$ cat config.mk
export PLATFORM = sky130hd
export DESIGN_NAME = fetch_prefetch_queue_flat
export DESIGN_NICKNAME = d
export VERILOG_FILES = /design/src/rtl/fetch_prefetch_queue_if.sv /design/src/rtl/fetch_prefetch_queue.sv /design/src/flat_wrapper.sv
export SDC_FILE = /design/constraint.sdc
export NUM_CORES = 1
export LEC_CHECK = 0
export ABC_AREA = 1
export CAP_MARGIN = 10
export CORE_AREA = 4 4 155 157
export CTS_BUF_LIST = sky130_fd_sc_hd__clkbuf_4
export DETAILED_ROUTE_END_ITERATION = 16
export DIE_AREA = 0 0 159 161
export PLACE_DENSITY = 0.87
export SYNTH_ARGS = -nofsm -noshare
export SYNTH_HDL_FRONTEND = slang
export SYNTH_SLANG_ARGS = --single-unit
$ cat constraint.sdc
create_clock -name clock -period 12.6 [get_ports clock]
set_input_delay 1.26 -clock clock [delete_from_list [all_inputs] [get_ports clock]]
set_output_delay 1.26 -clock clock [all_outputs]
set_load 0.1 [all_outputs]
$ cat src/rtl/fetch_prefetch_queue_if.sv
// Fetch front-end bus: instruction-memory handshake, redirect input and decode-side queue head.
interface fetch_prefetch_queue_if;
    logic        mem_req;
    logic [31:0] mem_addr;
    logic        mem_ack;
    logic [31:0] mem_rdata;
    logic        redirect_valid;
    logic [31:0] redirect_pc;
    logic        instr_valid;
    logic [31:0] instr;
    logic [31:0] instr_pc;
    logic        instr_ready;

    modport master (
        output mem_req, mem_addr, instr_valid, instr, instr_pc,
        input  mem_ack, mem_rdata, redirect_valid, redirect_pc, instr_ready
    );

    modport slave (
        input  mem_req, mem_addr, instr_valid, instr, instr_pc,
        output mem_ack, mem_rdata, redirect_valid, redirect_pc, instr_ready
    );
endinterface

$ cat src/rtl/fetch_prefetch_queue.sv
// Instruction prefetcher: issues word-aligned fetches to a variable-latency memory and
// queues returned words with their PCs; a redirect flushes the queue and restarts fetch.
//
// state | meaning
// IDLE  | no request outstanding
// WAIT  | request outstanding, returned word will be queued
// DROP  | request outstanding, returned word belongs to a flushed path and is discarded
module fetch_prefetch_queue #(
    parameter int          DEPTH    = 4,
    parameter logic [31:0] RESET_PC = 32'h0000_0000
) (
    input logic              clock,
    input logic              reset_n,
    fetch_prefetch_queue_if.master bus
);
    localparam int PW = $clog2(DEPTH);
    localparam int CW = PW + 1;

    localparam logic [1:0] IDLE = 2'd0;
    localparam logic [1:0] WAIT = 2'd1;
    localparam logic [1:0] DROP = 2'd2;

    logic [1:0]    state;
    logic [31:0]   fetch_pc;
    logic [31:0]   data_q [DEPTH];
    logic [31:0]   pc_q   [DEPTH];
    logic [PW-1:0] rd_ptr;
    logic [PW-1:0] wr_ptr;
    logic [CW-1:0] count;

    logic          ack;
    logic          push;
    logic          pop;
    logic [CW-1:0] count_next;
    logic [31:0]   pc_eff;
    logic          busy_after;
    logic          issue;

    assign ack        = bus.mem_req & bus.mem_ack;
    assign push       = ack & (state == WAIT) & ~bus.redirect_valid;
    assign pop        = bus.instr_valid & bus.instr_ready & ~bus.redirect_valid;
    assign count_next = bus.redirect_valid ? '0 : count + CW'(push) - CW'(pop);
    assign pc_eff     = bus.redirect_valid ? (bus.redirect_pc & 32'hFFFF_FFFC) : fetch_pc;
    // A request still in flight after this edge blocks issue; its slot was reserved at issue time.
    assign busy_after = (state != IDLE) && !ack;
    assign issue      = !busy_after && (count_next < CW'(DEPTH));

    always_ff @(posedge clock or negedge reset_n) begin
        if (!reset_n) begin
            state        <= IDLE;
            bus.mem_req  <= 1'b0;
            bus.mem_addr <= RESET_PC;
            fetch_pc     <= RESET_PC;
        end else if (busy_after) begin
            if (bus.redirect_valid)
                state <= DROP;
            fetch_pc <= pc_eff;
        end else if (issue) begin
            state        <= WAIT;
            bus.mem_req  <= 1'b1;
            bus.mem_addr <= pc_eff;
            fetch_pc     <= pc_eff + 32'd4;
        end else begin
            state       <= IDLE;
            bus.mem_req <= 1'b0;
            fetch_pc    <= pc_eff;
        end
    end

    always_ff @(posedge clock or negedge reset_n) begin
        if (!reset_n) begin
            rd_ptr <= '0;
            wr_ptr <= '0;
            count  <= '0;
        end else if (bus.redirect_valid) begin
            rd_ptr <= '0;
            wr_ptr <= '0;
            count  <= '0;
        end else begin
            if (pop)
                rd_ptr <= rd_ptr + 1'b1;
            if (push)
                wr_ptr <= wr_ptr + 1'b1;
            count <= count_next;
        end
    end

    always_ff @(posedge clock) begin
        if (push) begin
            data_q[wr_ptr] <= bus.mem_rdata;
            pc_q[wr_ptr]   <= bus.mem_addr;
        end
    end

    assign bus.instr_valid = (count != '0);
    assign bus.instr       = bus.instr_valid ? data_q[rd_ptr] : 32'h0;
    assign bus.instr_pc    = bus.instr_valid ? pc_q[rd_ptr]   : 32'h0;
endmodule

$ cat src/flat_wrapper.sv
// flat-port wrapper written by rule: the top's interface ports become plain ports
module fetch_prefetch_queue_flat 
#(
    parameter int          DEPTH    = 4,
    parameter logic [31:0] RESET_PC = 32'h0000_0000
)
  (clock, reset_n, bus_mem_req, bus_mem_addr, bus_instr_valid, bus_instr, bus_instr_pc, bus_mem_ack, bus_mem_rdata, bus_redirect_valid, bus_redirect_pc, bus_instr_ready);
  fetch_prefetch_queue_if bus_i ();
  input logic clock;
  input logic reset_n;
  output wire logic [$bits(bus_i.mem_req)-1:0] bus_mem_req;
  output wire logic [$bits(bus_i.mem_addr)-1:0] bus_mem_addr;
  output wire logic [$bits(bus_i.instr_valid)-1:0] bus_instr_valid;
  output wire logic [$bits(bus_i.instr)-1:0] bus_instr;
  output wire logic [$bits(bus_i.instr_pc)-1:0] bus_instr_pc;
  input wire logic [$bits(bus_i.mem_ack)-1:0] bus_mem_ack;
  input wire logic [$bits(bus_i.mem_rdata)-1:0] bus_mem_rdata;
  input wire logic [$bits(bus_i.redirect_valid)-1:0] bus_redirect_valid;
  input wire logic [$bits(bus_i.redirect_pc)-1:0] bus_redirect_pc;
  input wire logic [$bits(bus_i.instr_ready)-1:0] bus_instr_ready;
  assign bus_mem_req = bus_i.mem_req;
  assign bus_mem_addr = bus_i.mem_addr;
  assign bus_instr_valid = bus_i.instr_valid;
  assign bus_instr = bus_i.instr;
  assign bus_instr_pc = bus_i.instr_pc;
  assign bus_i.mem_ack = bus_mem_ack;
  assign bus_i.mem_rdata = bus_mem_rdata;
  assign bus_i.redirect_valid = bus_redirect_valid;
  assign bus_i.redirect_pc = bus_redirect_pc;
  assign bus_i.instr_ready = bus_instr_ready;
  fetch_prefetch_queue #(.DEPTH(DEPTH), .RESET_PC(RESET_PC)) u_core (.clock(clock), .reset_n(reset_n), .bus(bus_i));
endmodule
==> results of run 1 <==
-- worst min path at each step --
stage                         end  slack [ps]               start  cells past startpoint
2_1_floorplan  u_core.fetch_pc[0]         460  u_core.fetch_pc[0]                      2
3_3_place_gp   u_core.fetch_pc[0]         470  u_core.fetch_pc[0]                      2
3_5_place_dp   u_core.fetch_pc[1]         470  u_core.fetch_pc[1]                      2
4_1_cts        u_core.fetch_pc[1]         480  u_core.fetch_pc[1]                      2
5_1_grt        u_core.fetch_pc[1]         500  u_core.fetch_pc[1]                      2
6_report       u_core.fetch_pc[1]         480  u_core.fetch_pc[1]                      2
-- cell families (layout without fill, tap and decap cells) --
| family | count (synthesis) | count (layout) | share of synthesized area (%) |
|---|---|---|---|
| fa+ha+maj | 8 | 8 | 0.772 |
| flops | 330 | 330 | 68.4 |
| other cells | 0 | 1 | 0 |
| compound gates | 237 | 237 | 8.64 |
| buf+inv | 124 | 374 | 3.87 |
| simple gates | 590 | 590 | 17.5 |
| xor+xnor | 11 | 11 | 0.745 |
-- through the flow --
stage | hold WS, ps | util (%)
2_1_floorplan | 459 | -
3_3_place_gp | 469 | 70.0
3_5_place_dp | 473 | 70.0
4_1_cts | 484 | 74.4
5_1_grt | 504 | 74.4
6_report | 485 | 74.4
-- metal layers --
layer	part of all wire, %	vias up
li1	-	4828
met1	41	4800
met2	48	453
met3	8.2	62
met4	2.6	0
met5	0	-
-- cells in the final DEF (no fill, tap or decap), drive strengths merged, types with 22 or more instances in the layout --
cell type,count
edfxtp,256
a21oi,71
clkinv,23
o21ai,158
clkbuf,112
nand3,22
dfrtp,74
nor2,322
clkdlybuf4s50,163
nand2,235
inv,60
-- cell type report --
| class | count | area, um^2 | area share (%) |
|---|---|---|---|
| Antenna cell | 1 | 2.50 | 0.0149 |
| Clock buffer | 112 | 841 | 5.02 |
| Clock inverter | 26 | 141 | 0.844 |
| Inverter | 60 | 234 | 1.40 |
| Multi-Input combinational cell | 846 | 3900 | 23.3 |
| Sequential cell | 330 | 9540 | 57.0 |
| Tap cell | 285 | 357 | 2.13 |
| Timing Repair Buffer | 176 | 1730 | 10.3 |
-- sequential cells by signal, indices dropped and copies added, names as in the netlist --
signal	flops
u_core.bus.mem_addr	32
u_core.pc_q	128
u_core.rd_ptr	2
u_core.wr_ptr	2
u_core.data_q	128
u_core.fetch_pc	32
u_core.count	3
u_core.bus.mem_req	1
u_core.state	2
-- worst min-delay path: cells and delay by family, from the launching register on --
family        cells  cell delay (ps)
buf+inv           1               50
flops             1              360
simple gates      1               40
==> run_results.csv, run 1 <==
group,metric,value,unit
run_status,status,"finished clean",
clock_tree,post-cts-setup-buffer-count,0,
cells_and_area,nets,1571,
cells_and_area,num-fill-cells,1524,
yosys,ys_seq_area_share,68.4,%
place,io_buffers,164,
global_route,grt_pass1_vias,10100,
critical_path,worst-path-buf-inv,2,
routing,routed_via_density,5.52,
yosys,synth_cell_type_count,36,
timing,fin_skew,44.1,ps
place,placed_cell_area,15800,um^2
clock_tree,cts_tree,"done",
cells_and_area,drive_gt1_share,12.3,%
routing,routedWlPerCell,17.5,um
timing,tightestPinTransition,1130,ps
yosys,ys.flop_type,"edfxtp_1",
critical_path,critPathArrivalTime,4150,ps
critical_path,crit_path_start_kind,"register",
cells_and_area,area_growth,20.1,%
die,row_count,55,
routing,firstDrtPassIters,8,
clock_tree,clk_latency,680,ps
critical_path,crit_end,"bus_instr_pc[15]",
timing,fmax,185,MHz
global_route,grt_max_degree,103,
yosys,synth.avg_cell_area,10.7,um^2
routing,ant_nets,0,
clock_tree,root_buffer,"clkbuf_4",
yosys,synthTopCellsByArea,"edfxtp_1 55%, dfrtp_1 13%, nor2_1 8.3%",
die,start_util,61.9,%
routing,wl,32200,um
critical_path,cpMostUsedCell,"nor2_1",
timing,rsz0062_at_grt,"no",
place,place_hpwl,19000,um
routing,drc,0,
timing,setup_ws,7190,ps
clock_tree,clock_sinks,330,
hold_path,hp-class,"register to register",
yosys,yosys_warnings,0,
global_route,grt_use_met1,32.5,%
critical_path,crit_type,"register to primary output",
critical_path,worst_ep_required_time,11340,ps
critical_path,path_cells,"buf_4, nor2_1, nor2_1, o21ai_0, a21oi_1, clkdlybuf4s50_1",
die,dieArea,25600,um^2
yosys,synth_seq_cells,330,
routing,drt_iter0_markers,805,
global_route,gr-usage-met2,41.2,%
timing,period_minus_slack,5410,ps
critical_path,path_delay_family,"buffers and inverters",
critical_path,cp_slowest_cell,"clkdlybuf4s50_1",
die,die_w,159,um
place,place_congestion,0.873,
clock_tree,cts_buffers,80,
global_route,overflow,0,
critical_path,r2r_end,"u_core.fetch_pc[20]",
timing,report.final.slew_viol_count,0,
global_route,use_met3,5.21,%
critical_path,rr_startpoint,"u_core.count[1]",
clock_tree,htree_levels,3,
place,place_ws,7870,ps
clock_tree,postCtsHoldBufs,0,
timing,setup_viol,0,
critical_path,worst-path-stages,6,
clock_tree,path_clk_slew,70,ps
timing,slew_headroom,24.9,%
yosys,yosys.cell_count.top_type,"nor2_1",
global_route,grt_pass1_wl,50900,um
timing,hold_viol_final,0,
yosys,netlist_area,13900,um^2
global_route,busiest_layer,"met2",
timing,fin_crit_sh,42.9,%
critical_path,crit_start,"u_core.rd_ptr[0]",
clock_tree,clk_path_buf_depth,3,
die,fp.dieH,161,um
flow_run,max_cap_viol_count,0,
yosys,syn-num-nets,1377,
yosys,async_reset_ff_share,22.4,%
die,core,22500,um^2
global_route,antenna_found_initial,1,
cells_and_area,layoutNonFillerInstCount,1836,
routing,route.vias.total,10100,
die,ios,167,
yosys,synth_edf_count,256,
critical_path,endpoint_kind,"primary output",
yosys,syn_inst,1300,
critical_path,slowest_delay,1200,ps
place,place_inst,1697,
clock_tree,cts_resized,0,
critical_path,rr_worst_depth,20,
yosys,synth_largest_area_cell,"edfxtp_1",
critical_path,crit_fanout,102,
yosys,yosysTopAreaCellShare,55.2,%
critical_path,regToRegSetupSlack,9030,ps
cells_and_area,fin_area,16700,um^2
timing,fin_tns_setup,0,ps
global_route,grt_usage,24.9,%
yosys,synth_common_cells,"309 x nor2_1, 256 x edfxtp_1, 210 x nand2_1, 156 x o21ai_0, 74 x dfrtp_1",
Power of run 1 is left out: the tool's default activity adds up to more than one toggle a clock period on the data nets, which glitch-free logic cannot reach.
==> run 2: changes to the inputs <==
--- a/config.mk
+++ b/config.mk
@@ -7,11 +7,11 @@
 export LEC_CHECK = 0
 export ABC_AREA = 1
 export CAP_MARGIN = 10
-export CORE_AREA = 4 4 155 157
+export CORE_AREA = 4 4 169 171
 export CTS_BUF_LIST = sky130_fd_sc_hd__clkbuf_4
 export DETAILED_ROUTE_END_ITERATION = 16
-export DIE_AREA = 0 0 159 161
-export PLACE_DENSITY = 0.87
+export DIE_AREA = 0 0 173 175
+export PLACE_DENSITY = 0.77
 export SYNTH_ARGS = -nofsm -noshare
 export SYNTH_HDL_FRONTEND = slang
 export SYNTH_SLANG_ARGS = --single-unit
==> constraint.sdc (replaced) <==
create_clock -name clock -period 4.5 [get_ports clock]
set_input_delay 0.45 -clock clock [delete_from_list [all_inputs] [get_ports clock]]
set_output_delay 0.45 -clock clock [all_outputs]
set_load 0.1 [all_outputs]
==> run_results.csv, run 2 (synthesis gave the netlist of run 1 again) <==
group,metric,value,unit
routing,drt_iter0_markers,661,
global_route,grt_pass1_vias,10000,
timing,setup_ws,704,ps
clock_tree,cts_buffers,83,
timing,fin_skew,17.8,ps
timing,tightestPinTransition,1050,ps
global_route,grt_pass1_wl,51100,um
timing,fin_crit_sh,84.4,%
critical_path,crit_path_start_kind,"register",
place,place_congestion,0.931,
die,ios,167,
critical_path,cp_slowest_cell,"dfrtp_4",
die,fp.dieH,175,um
clock_tree,clock_sinks,330,
clock_tree,clk_path_buf_depth,3,
critical_path,rr_startpoint,"u_core.count[1]",
die,die_w,173,um
cells_and_area,area_growth,21.1,%
timing,fin_tns_setup,0,ps
routing,wl,32600,um
timing,hold_viol_final,0,
die,row_count,60,
timing,rsz0062_at_grt,"no",
timing,slew_headroom,30.0,%
critical_path,r2r_end,"u_core.fetch_pc[26]",
clock_tree,root_buffer,"clkbuf_4",
routing,routedWlPerCell,17.1,um
timing,setup_viol,0,
global_route,overflow,0,
place,place_hpwl,19200,um
cells_and_area,largest_registers,"u_core.data_q: 128 flops, u_core.pc_q: 128 flops",
die,start_util,51.9,%
clock_tree,htree_levels,3,
timing,fmax,263,MHz
cells_and_area,final_common_cell,"nor2_1",
critical_path,path_delay_family,"buffers and inverters",
critical_path,crit_type,"register to primary output",
cells_and_area,final_cell_mix,"304 x nor2_1, 256 x edfxtp_1, 210 x nand2_1, 156 x o21ai_0, 127 x clkbuf_4",
critical_path,slowest_delay,750,ps
flow_run,max_cap_viol_count,0,
global_route,antenna_found_initial,1,
place,place_ws,964,ps
place,placed_cell_area,15700,um^2
cells_and_area,utilization,62.8,%
routing,route.vias.total,10100,
clock_tree,path_clk_slew,70,ps
die,dieArea,30300,um^2
critical_path,endpoint_kind,"primary output",
place,io_buffers,164,
run_status,status,"finished clean",
routing,drc,0,
critical_path,crit_start,"u_core.rd_ptr[0]",
critical_path,regToRegSetupSlack,1130,ps
clock_tree,cts_resized,0,
critical_path,worst_ep_required_time,4050,ps
die,core,26900,um^2
critical_path,path_cells,"clkinv_2, buf_12, o21ai_0, a21oi_1, buf_4",
global_route,grt_max_degree,87,
cells_and_area,nets,1576,
clock_tree,post-cts-setup-buffer-count,0,
routing,ant_nets,0,
critical_path,worst-path-buf-inv,3,
clock_tree,clk_latency,670,ps
critical_path,rr_worst_depth,21,
hold_path,hp-class,"input pin to asynchronous set/reset pin",
clock_tree,cts_tree,"done",
routing,firstDrtPassIters,5,
cells_and_area,fin_area,16900,um^2
global_route,grt_usage,21.1,%
timing,report.final.slew_viol_count,0,
critical_path,crit_fanout,70,
routing,routed_via_density,5.29,
critical_path,critPathArrivalTime,3350,ps
timing,period_minus_slack,3800,ps
cells_and_area,drive_gt1_share,17.4,%
run 2: timing repair:
item	CTS	global route
hold buffers	1	0
hold endpoints to repair	26	0
setup endpoints to repair	0	0
run 2: per-layer routing:
| metal | wire length (um) | up-vias | share of wire [%] | global-route usage (%) |
|---|---|---|---|---|
| met5 | 0 | - | 0 | 0 |
| met4 | 694 | 0 | 2.1 | 8.21 |
| met3 | 2270 | 53 | 7.0 | 4.20 |
| met2 | 15900 | 370 | 49 | 35.3 |
| met1 | 13700 | 4789 | 42 | 27.6 |
| li1 | - | 4841 | - | - |
run 2: how the worst max path moves through the flow:
stage	cells after the start	slack, ps	to
3_3_place_gp	18	980	u_core.fetch_pc[26]
6_report	5	700	bus_instr_pc[23]
3_5_place_dp	16	960	u_core.fetch_pc[26]
4_1_cts	5	630	bus_instr_pc[23]
5_1_grt	5	430	bus_instr_pc[28]
2_1_floorplan	4	-130	u_core.data_q[0][0]
run 2: layout make-up:
class	instances	area, um^2
antenna	1	2.50
clock buffer	127	953
clock inverter	17	173
fill	2150	10000
inverter	60	234
multi-input combinational	846	3900
sequential	330	9540
tap	341	427
timing repair buffer	178	1650
run 2: metrics by stage:
stage,cells,hold WS [ps]
finish,1900,361
global placement,1754,472
CTS,1899,307
global route,1900,361
detailed placement,1754,474
floorplan,1300,154
Power of run 2 is left out for the same reason.
